`src/rtl/rpn_sequencer_if.sv`:
```
// Token stream between the RPN producer and the sequencer.
// Transfer happens on tok_valid & tok_ready at a clk edge.
interface rpn_sequencer_if #(
  parameter int WIDTH = 16
);
  logic             tok_valid;
  logic             tok_ready;
  logic [1:0]       tok_kind;
  logic [WIDTH-1:0] tok_value;

  modport master (output tok_valid, tok_kind, tok_value, input tok_ready);
  modport slave  (input tok_valid, tok_kind, tok_value, output tok_ready);
endinterface

```
`src/rtl/rpn_sequencer.sv`:
```
// RPN token sequencer: turns a token stream into one stack opcode per token,
// guards stack depth, flushes the stack on error and reports results.
module rpn_sequencer #(
  parameter int DEPTH = 256,
  parameter int WIDTH = 16
) (
  input  logic             clk,
  input  logic             rst,
  rpn_sequencer_if.slave   tok,
  output logic [2:0]       stk_opcode,
  output logic [WIDTH-1:0] stk_data,
  input  logic [WIDTH-1:0] stk_output,
  input  logic             stk_overflow,
  output logic [WIDTH-1:0] result,
  output logic             result_valid,
  output logic             ovf_flag,
  output logic             err_valid,
  output logic [1:0]       err_code,
  output logic             busy
);
  localparam int DW = $clog2(DEPTH + 1);

  localparam logic [1:0] K_OPND = 2'b00;
  localparam logic [1:0] K_ADD  = 2'b01;
  localparam logic [1:0] K_MUL  = 2'b10;
  localparam logic [1:0] K_END  = 2'b11;

  localparam logic [2:0] OP_NOP  = 3'b000;
  localparam logic [2:0] OP_ADD  = 3'b100;
  localparam logic [2:0] OP_MUL  = 3'b101;
  localparam logic [2:0] OP_PUSH = 3'b110;
  localparam logic [2:0] OP_POP  = 3'b111;

  typedef enum logic [2:0] {
    S_ACCEPT, S_EXEC, S_CHECK, S_ERR, S_FLUSH, S_DRAIN
  } state_t;

  state_t          state, nxt;
  logic [DW-1:0]   depth;
  logic [1:0]      kind_q;
  logic            err_end;
  logic            rdy_en;
  logic            ready;
  logic            xfer;
  logic [1:0]      chk_code;

  assign tok.tok_ready = ready;
  assign xfer          = tok.tok_valid & ready;
  assign busy          = (state != S_ACCEPT);

  // Legality of the offered token against the current depth
  always_comb begin
    chk_code = 2'b00;
    case (tok.tok_kind)
      K_OPND:       if (depth == DW'(DEPTH)) chk_code = 2'b01;
      K_ADD, K_MUL: if (depth < DW'(2))      chk_code = 2'b10;
      default:      if (depth != DW'(1))     chk_code = 2'b11;
    endcase
  end

  always_ff @(posedge clk) begin
    if (rst) state <= S_ACCEPT;
    else     state <= nxt;
  end

  always_comb begin
    nxt        = state;
    ready      = 1'b0;
    stk_opcode = OP_NOP;
    err_valid  = 1'b0;
    case (state)
      S_ACCEPT: begin
        ready = rdy_en;
        if (xfer) nxt = (chk_code != 2'b00) ? S_ERR : S_EXEC;
      end
      S_EXEC: begin
        case (kind_q)
          K_OPND:  stk_opcode = OP_PUSH;
          K_ADD:   stk_opcode = OP_ADD;
          K_MUL:   stk_opcode = OP_MUL;
          default: stk_opcode = OP_POP;
        endcase
        nxt = S_CHECK;
      end
      S_CHECK: nxt = S_ACCEPT;
      S_ERR: begin
        err_valid = 1'b1;
        if (depth != '0) nxt = S_FLUSH;
        else             nxt = err_end ? S_ACCEPT : S_DRAIN;
      end
      S_FLUSH: begin
        stk_opcode = OP_POP;
        if (depth <= DW'(1)) nxt = err_end ? S_ACCEPT : S_DRAIN;
      end
      S_DRAIN: begin
        ready = rdy_en;
        if (xfer && tok.tok_kind == K_END) nxt = S_ACCEPT;
      end
      default: nxt = S_ACCEPT;
    endcase
  end

  // rdy_en keeps tok_ready low for the first cycle after reset
  always_ff @(posedge clk) begin
    if (rst) begin
      depth        <= '0;
      kind_q       <= K_OPND;
      err_end      <= 1'b0;
      rdy_en       <= 1'b0;
      stk_data     <= '0;
      result       <= '0;
      result_valid <= 1'b0;
      ovf_flag     <= 1'b0;
      err_code     <= 2'b00;
    end else begin
      rdy_en       <= 1'b1;
      result_valid <= 1'b0;
      if (result_valid) ovf_flag <= 1'b0;
      case (state)
        S_ACCEPT: if (xfer) begin
          kind_q <= tok.tok_kind;
          if (chk_code != 2'b00) begin
            err_code <= chk_code;
            err_end  <= (tok.tok_kind == K_END);
          end else if (tok.tok_kind == K_OPND) begin
            stk_data <= tok.tok_value;
          end
        end
        S_EXEC: begin
          if (kind_q == K_OPND) depth <= depth + DW'(1);
          else                  depth <= depth - DW'(1);
        end
        S_CHECK: begin
          if (kind_q == K_ADD || kind_q == K_MUL) ovf_flag <= ovf_flag | stk_overflow;
          if (kind_q == K_END) begin
            result       <= stk_output;
            result_valid <= 1'b1;
          end
        end
        S_ERR:   ovf_flag <= 1'b0;
        S_FLUSH: if (depth != '0) depth <= depth - DW'(1);
        default: ;
      endcase
    end
  end
endmodule

```
`src/flat_wrapper.sv`:
```
// flat-port wrapper written by rule: the top's interface ports become plain ports
module rpn_sequencer_flat 
#(
  parameter int DEPTH = 256,
  parameter int WIDTH = 16
)
  (clk, rst, stk_opcode, stk_data, stk_output, stk_overflow, result, result_valid, ovf_flag, err_valid, err_code, busy, tok_tok_valid, tok_tok_kind, tok_tok_value, tok_tok_ready);
  rpn_sequencer_if #(.WIDTH(WIDTH)) tok_i ();
  input  logic clk;
  input  logic rst;
  output logic [2:0] stk_opcode;
  output logic [WIDTH-1:0] stk_data;
  input  logic [WIDTH-1:0] stk_output;
  input  logic stk_overflow;
  output logic [WIDTH-1:0] result;
  output logic result_valid;
  output logic ovf_flag;
  output logic err_valid;
  output logic [1:0] err_code;
  output logic busy;
  input wire logic [$bits(tok_i.tok_valid)-1:0] tok_tok_valid;
  input wire logic [$bits(tok_i.tok_kind)-1:0] tok_tok_kind;
  input wire logic [$bits(tok_i.tok_value)-1:0] tok_tok_value;
  output wire logic [$bits(tok_i.tok_ready)-1:0] tok_tok_ready;
  assign tok_i.tok_valid = tok_tok_valid;
  assign tok_i.tok_kind = tok_tok_kind;
  assign tok_i.tok_value = tok_tok_value;
  assign tok_tok_ready = tok_i.tok_ready;
  rpn_sequencer #(.DEPTH(DEPTH), .WIDTH(WIDTH)) u_core (.clk(clk), .rst(rst), .tok(tok_i), .stk_opcode(stk_opcode), .stk_data(stk_data), .stk_output(stk_output), .stk_overflow(stk_overflow), .result(result), .result_valid(result_valid), .ovf_flag(ovf_flag), .err_valid(err_valid), .err_code(err_code), .busy(busy));
endmodule
```
`config.mk`:
```
export PLATFORM = sky130hd
export DESIGN_NAME = rpn_sequencer_flat
export DESIGN_NICKNAME = d
export VERILOG_FILES = /design/src/rtl/rpn_sequencer_if.sv /design/src/rtl/rpn_sequencer.sv /design/src/flat_wrapper.sv
export SDC_FILE = /design/constraint.sdc
export NUM_CORES = 1
export LEC_CHECK = 0
export CAP_MARGIN = 0
export CORE_ASPECT_RATIO = 0.9
export CORE_UTILIZATION = 45
export DETAILED_ROUTE_END_ITERATION = 7
export DONT_BUFFER_PORTS = 1
export HOLD_SLACK_MARGIN = 0.12
export SYNTH_ARGS = -nofsm -noshare
export SYNTH_HDL_FRONTEND = slang
export SYNTH_SLANG_ARGS = --single-unit
```
`constraint.sdc`:
```
create_clock -name clk -period 3.02 [get_ports clk]
set_clock_uncertainty 0.1 [all_clocks]
set_input_delay 0.604 -clock clk [delete_from_list [all_inputs] [get_ports clk]]
set_output_delay 0.604 -clock clk [all_outputs]
set_load 0.1 [all_outputs]
```
# Word level (Yosys, flattened, before mapping)
# Cells that the tools add are included.
dict set report totals {
  input_bits 38
  out_inout_bits 42
  register_bits 52
}
dict set report classes {
  eq_ne 17
  order_cmp 2
  n_addsub 2
  mux 23
  reduce_logical 18
  bitwise 4
}
# cell n
set op_table {}
lappend op_table {{$mux W9} 2}
lappend op_table {{$pmux W9 S2} 1}
lappend op_table {{$mux W3} 5}
lappend op_table {{$pmux W3 S5} 1}
lappend op_table {{$add A9 B1 Y9 const B} 1}
lappend op_table {{$eq A9 B9 Y1 const B} 1}
lappend op_table {{$le A9 B1 Y1 const B} 1}
lappend op_table {{$lt A9 B2 Y1 const B} 1}
lappend op_table {{$ne A9 B1 Y1 const B} 1}
lappend op_table {{$reduce_bool A9 Y1} 1}
lappend op_table {{$sub A9 B1 Y9 const B} 1}
lappend op_table {{$eq A2 B2 Y1 const B} 4}
lappend op_table {{$ne A2 B1 Y1 const B} 4}
lappend op_table {{$mux W1} 7}
lappend op_table {{$eq A3 B2 Y1 const B} 2}
lappend op_table {{$eq A3 B3 Y1 const B} 2}
lappend op_table {{$mux W2} 3}
lappend op_table {{$pmux W2 S3} 1}
lappend op_table {{$pmux W3 S2} 1}
lappend op_table {{$reduce_and A2 Y1} 3}
lappend op_table {{$reduce_and A3 Y1} 2}
lappend op_table {{$reduce_or A2 Y1} 3}
lappend op_table {{$eq A2 B1 Y1 const B} 2}
lappend op_table {{$logic_not A2 Y1} 2}
lappend op_table {{other kinds (12)} 14}

# Logic depth before layout (Yosys ltp)
# Gate-level depths: netlist of the first run.
dict set report depth {
  word_depth 7
  ltp_mapped 8
  mapped_depth_nobuf 7
}

# Worst setup path before layout of the first run
# Ideal clock, no wire load.
dict set report synth_timing {
  path_kind {reg-to-output}
  from {register u_core.state[1]}
  to {output port stk_opcode[1]}
  required_time_ns 2.316
  setup_slack_ns -0.820
  arrival_time_ns 3.136
  path_stages_with_launch 4
  cell_sequence {dfxtp_1 -> clkbuf_1 -> or3b_1 -> a211oi_1}
}
dict set report synth_via {
  elab_chain_cells 2
}
# element line_no
set synth_lines {}
lappend synth_lines {{from (decl)} rpn_sequencer.sv:38} ;# state_t state, nxt;
lappend synth_lines {{from (signal assigned)} rpn_sequencer.sv:63} ;# else state <= nxt;
lappend synth_lines {{$eq A3 B3 Y1 / $eq A3 B1 Y1 (equally long branches)} rpn_sequencer.sv:71} ;# case (state)
lappend synth_lines {{$pmux W3 S2 (*)} rpn_sequencer.sv:71}
lappend synth_lines {{to (decl)} flat_wrapper.sv:11} ;# output logic [2:0] stk_opcode;
# Mark *: on every way between the ends. The rest lies on a longest branch, timed or not.

# Final worst setup path of the first run
dict set report layout_timing {
  from {register u_core.state[2]}
  to {output port stk_opcode[1]}
}
# The elaborated chain is that of the path after synthesis.

==> impl_metrics.tcl, run 1 <==
set metrics [dict create \
    status "complete, no violations" \
    power_density_nw_per_um2 514 \
    crit_chain "or3b_1 > a211oi_4 > buf_4" \
    synth_cells 298 \
    crit_fanout 13 \
    p_comb_frac 0.162 \
    grt_pass1_wl_mm 8.71 \
    grt.overflow.total 0 \
    critPathKind "reg -> out" \
    fin_util 0.505 \
    clkPwrFrac 0.289 \
    ys_top_cells_by_count "dfxtp_1, nand2_1, nor2_1, a21oi_1, mux2i_1" \
    start_util 0.474 \
    synth-edff-count 0 \
    gp_congestion 0.891 \
    io_pins 80 \
    rr_startpoint "u_core.state[2]" \
    leakagePower_uw 0.000994 \
    numCtsBuffers 5 \
    synthArstFlopShare 0 \
    antenna_found_initial 0 \
    cts_resized 0 \
    cts_sinks 52 \
    postCtsSetupBuffers 0 \
    finalSetupTns_ns 0 \
    reg2reg_to "u_core.depth[3]" \
    max-vdd-ir-drop_v 0.000218 \
    synth_most_common_cell "dfxtp_1" \
    drtPass1Iterations 4 \
    timing.final.crit_share 0.881 \
    htreeDepth 2 \
    r2r_cells 5 \
    fillers 528 \
    endpoint_kind "output pin" \
    min_to "u_core.result[0]" \
    min_from "rst" \
    cp.required_ns 2.32 \
    yosys_warnings 0 \
    io_buffers 0 \
    syn2layout_area_growth_pct 6.61 \
    rsz0062_at_grt "no" \
    place_area_um2 2620 \
    seq_area_frac_synth 0.411 \
    maxSlewViolCount 0 \
    synth_top_cell_area_share 0.411 \
    ff2ff_setup_slack_ns 0.71 \
    first_iter_violations 166 \
    post-place-ws_ns 0.619 \
    hold_viol_final 0 \
    min_path_cells 1 \
    power_uw 1390 \
    fp-row-count 25 \
    setup_slack_ns 0.358 \
    synthesis.nets 345 \
    maxSlewHeadroom 0.335 \
    p_switching_uw 450 \
    synthTopCellsByArea "dfxtp_1, mux2i_1, nand2_1" \
    drv_cap 0 \
    setup_violations 0 \
    clock_latency_ns 0.31 \
    num_vias 2018 \
    cts_tree "built" \
    routed_wl_mm 5.39 \
    synth_area_leader_cell "dfxtp_1" \
    hpwl_mm 3.88 \
    synth.distinct_cells 56 \
    slowest_stage "dfxtp_1" \
    avgSynthCellArea_um2 8.51 \
    cpPeakStageDelay_ns 0.56 \
    fin_area_um2 2700 \
    cts.clk_slew.worst_paths_ns 0.09 \
    grt_pass1_vias 1868 \
    swShare 0.324 \
    die_area_um2 5940 \
    worst_pin_slew_ns 0.996 \
    die-height_um 73.2 \
    drive_gt1_frac 0.105 \
    cts.path.max_buffers 2 \
    grt_use_total 0.193 \
    syn-cell-area_um2 2530 \
    worstSetupStartpointType "flip-flop" \
    core-area_um2 5350 \
    cts_root_buffer "clkbuf_8" \
    n_antenna_cell 0 \
    seqPwrFrac 0.549 \
    final_antenna_net_count 0 \
    drc 0 \
    drt-wirelength-per-cell_um 14.9 \
    cts_hold_buf 0 \
    cell_internal_pwr_uw 939 \
    die_w_um 81.1 \
    layout.nets 342 \
    grt_max_degree 53 \
    synth_ff_type "dfxtp_1" \
    period_minus_slack_ns 2.66 \
    viasPerCell 5.56 \
    crit_arrival_ns 1.96 \
    hold_class "in -> reg" \
    max_freq_ghz 0.376 \
    synth_seq_cells 52 \
]
-- worst max-delay path: cells and delay by family (launching register included) --
kind,cells,cell delay (ns)
AOI/OAI and AO/OA,1,0.26
buffers and inverters,1,0.32
DFF,1,0.56
and+or+nand+nor,1,0.51
-- how the worst max path moves through the flow --
stage                      endpoint            start  slack, ns  cells after the start
CTS                   stk_opcode[1]  u_core.state[2]       0.36                      3
global placement    u_core.state[1]  tok_tok_kind[0]       0.67                      7
global route          stk_opcode[1]  u_core.state[2]       0.27                      3
finish                stk_opcode[1]  u_core.state[2]       0.36                      3
floorplan             stk_opcode[1]  u_core.state[1]       0.13                      3
detailed placement  u_core.state[1]  tok_tok_kind[0]       0.62                      7
-- layout make-up --
class                      count  area (um2)  area share
timing repair buffer           8        72.6      0.0269
clock inverter                 2        13.8     0.00509
inverter                      14        52.6      0.0194
multi-input combinational    214        1370       0.506
clock buffer                   6        72.6      0.0269
tap                           67        83.8      0.0310
sequential                    52        1040       0.385
-- power by group through the flow --
stage          Combinational (uW)  Sequential, uW  Clock [uW]
2_1_floorplan                 201             765           0
3_3_place_gp                  225             778           0
3_5_place_dp                  226             778           0
4_1_cts                       227             762         420
5_1_grt                       246             766         438
6_report                      226             763         401
-- per-stage QoR --
| step | cells | hold slack, ns |
|---|---|---|
| 3_5_place_dp | 355 | 0.379 |
| 4_1_cts | 363 | 0.244 |
| 5_1_grt | 363 | 0.234 |
| 3_3_place_gp | 355 | 0.370 |
| 2_1_floorplan | 298 | 0.354 |
| 6_report | 363 | 0.256 |
-- cells by family (layout without fill, tap and decap cells) --
| family | after synthesis | in the layout | synth area share |
|---|---|---|---|
| simple gates | 125 | 125 | 0.252 |
| xor+xnor | 4 | 4 | 0.0138 |
| mux | 20 | 20 | 0.0805 |
| fa+ha+maj | 9 | 9 | 0.0444 |
| compound gates | 56 | 56 | 0.142 |
| flops | 52 | 52 | 0.411 |
| buf+inv | 32 | 30 | 0.0568 |
-- layer usage --
metal	part of all wire	vias to the layer above	track usage	routed length, um
met1	0.47	925	0.251	2510
met3	0.071	7	0.0563	385
li1	-	1014	-	-
met4	0.0095	0	0.0536	51
met5	0	-	0	0
met2	0.45	72	0.310	2450
-- sequential cells by signal (all words and copies together), names as in the netlist --
name	cells
u_core.err_end	1
u_core.result	16
u_core.rdy_en	1
u_core.err_code	2
u_core.kind_q	2
u_core.result_valid	1
u_core.state	3
u_core.ovf_flag	1
u_core.depth	9
u_core.stk_data	16
-- layout by cell type, fill, tap and decap left out, types with 5 or more instances in the layout --
cell type	synthesis	layout
nor3_1	7	7
dfxtp_1	52	52
inv_1	14	14
mux2i_1	17	17
nor2_1	34	33
ha_1	9	9
o21ai_0	6	6
nand3_1	9	9
a21oi_1	27	27
clkbuf_8	0	5
buf_4	0	7
nand2_1	43	43
Power figures use the tool's default switching activity.
==> inputs of run 2 (changes only) <==
TNS_END_PERCENT = 50   (was not set)
==> results of run 2 <==
No change in the layout: final DEF, timing and power equal those of run 1.
==> inputs of run 3 (changes only) <==
CORE_MARGIN = 10   (was not set)
SETUP_SLACK_MARGIN = 0.5   (was not set)
==> run 3 against run 2 <==
Cell count is the same; power is 11% higher; via count decreased by 2.2%; first-iteration DRC count fell by 62%; cell area grew 2.2%; critical endpoint unchanged.
==> impl_metrics.tcl, run 3 (synthesized netlist as in run 1, its figures left out) <==
set metrics [dict create \
    drv_cap 0 \
    postCtsSetupBuffers 0 \
    swShare 0.285 \
    drtPass1Iterations 4 \
    crit_chain "or3b_1 > a211oi_4 > buf_6" \
    cpPeakStageDelay_ns 0.54 \
    numCtsBuffers 5 \
    routed_wl_mm 6.11 \
    maxSlewHeadroom 0.338 \
    core-area_um2 5350 \
    worst_pin_slew_ns 0.991 \
    holdWs_ns 0.260 \
    r2r_cells 5 \
    p_comb_frac 0.155 \
    p_switching_uw 439 \
    layout_common_cells "dfxtp_1, nand2_1, nor2_1, a21oi_1, mux2i_1" \
    grt_use_total 0.126 \
    grt_pass1_vias 1839 \
    clkPwrFrac 0.355 \
    max_freq_ghz 0.397 \
    timing.final.crit_share 0.835 \
    min_path_cells 1 \
    layout_commonest_cell "dfxtp_1" \
    die-height_um 91.2 \
    cts.clk_slew.worst_paths_ns 0.09 \
    fp-row-count 25 \
    final_antenna_net_count 0 \
    start_util 0.474 \
    crit_fanout 13 \
    htreeDepth 2 \
    gp_congestion 0.775 \
    cp.required_ns 2.32 \
    die_w_um 99.1 \
    cts_hold_buf 0 \
    critPathKind "reg -> out" \
    drt-wirelength-per-cell_um 16.8 \
    seqPwrFrac 0.490 \
    hpwl_mm 4.58 \
    grt_pass1_wl_mm 9.66 \
    endpoint_kind "output pin" \
    first_iter_violations 63 \
    cts_root_buffer "clkbuf_8" \
    cts.path.max_buffers 2 \
    drc 0 \
    hold_viol_final 0 \
    fin_util 0.516 \
    leakagePower_uw 0.00102 \
    io_pins 80 \
    grt_max_degree 53 \
    clock_latency_ns 0.30 \
    cell_internal_pwr_uw 1100 \
    status "complete, no violations" \
    num_vias 1973 \
    max-vdd-ir-drop_v 0.000313 \
    setup_violations 0 \
    crit_arrival_ns 1.82 \
    cts_tree "built" \
    layout.nets 343 \
    io_buffers 0 \
    hold_class "in -> reg" \
    viasPerCell 5.44 \
    worstSetupStartpointType "flip-flop" \
    power_density_nw_per_um2 558 \
    die_area_um2 9040 \
    n_antenna_cell 0 \
    grt.overflow.total 0 \
    slowest_stage "or3b_1" \
    finalSetupTns_ns 0 \
    largestRegisters "u_core.result (16), u_core.stk_data (16), u_core.depth (9)" \
    post-place-ws_ns 0.613 \
    drive_gt1_frac 0.115 \
    maxSlewViolCount 0 \
    setup_slack_ns 0.498 \
    rsz0062_at_grt "yes" \
    antenna_found_initial 0 \
    period_minus_slack_ns 2.52 \
    cts_sinks 52 \
    syn2layout_area_growth_pct 8.98 \
]
==> run 3: worst max-delay path: cells and delay by family, from the launching register on <==
kind / cells / cell delay, ns
DFF: 1 / 0.44
and+or+nand+nor: 1 / 0.54
buffers and inverters: 1 / 0.25
AOI/OAI and AO/OA: 1 / 0.28
==> run 3: cell type report <==
cell class              instances  area, um2
clock buffers                   5       68.8
clock inverters                 2       60.1
flip-flops and latches         52       1040
repair buffers                  9       71.3
fillers                       525       2590
inverters                      14       52.6
well taps                      67       83.8
multi-input cells             214       1380
==> run 3: worst paths after layout <==
kind,start,end,slack (ns)
worst min-delay path,rst,u_core.state[2],0.26
worst max-delay path,u_core.state[0],stk_opcode[1],0.50
worst max register to register,u_core.state[0],u_core.depth[7],0.75
worst min register to register,u_core.kind_q[0],u_core.kind_q[0],0.40
==> run 3: per-stage QoR <==
| step | power (uW) | std cells | area, um2 |
|---|---|---|---|
| 3_3_place_gp | 1010 | 356 | 2620 |
| 2_1_floorplan | 972 | 298 | 2560 |
| 5_1_grt | 1600 | 363 | 2760 |
| 3_5_place_dp | 1010 | 356 | 2620 |
| 6_report | 1540 | 363 | 2760 |
| 4_1_cts | 1560 | 363 | 2760 |
==> run 3: power groups by stage <==
stage | clock (uW) | sequential (uW) | combinational, uW
6_report | 548 | 755 | 239
5_1_grt | 587 | 758 | 259
4_1_cts | 567 | 756 | 241
3_5_place_dp | 0 | 771 | 239
3_3_place_gp | 0 | 771 | 237
2_1_floorplan | 0 | 765 | 207
==> run 3: repair_timing <==
item                                    CTS  global route
gates cloned                              0             0
resized for setup                         2             1
endpoints found under the setup margin    3             3
==> run 3: layer usage <==
layer / vias up / GRT usage / wire [um]
met4: 0 / 0.0179 / 17
met1: 889 / 0.164 / 2750
met3: 2 / 0.0545 / 624
met2: 65 / 0.192 / 2720
li1: 1017 / - / -
met5: - / 0 / 0
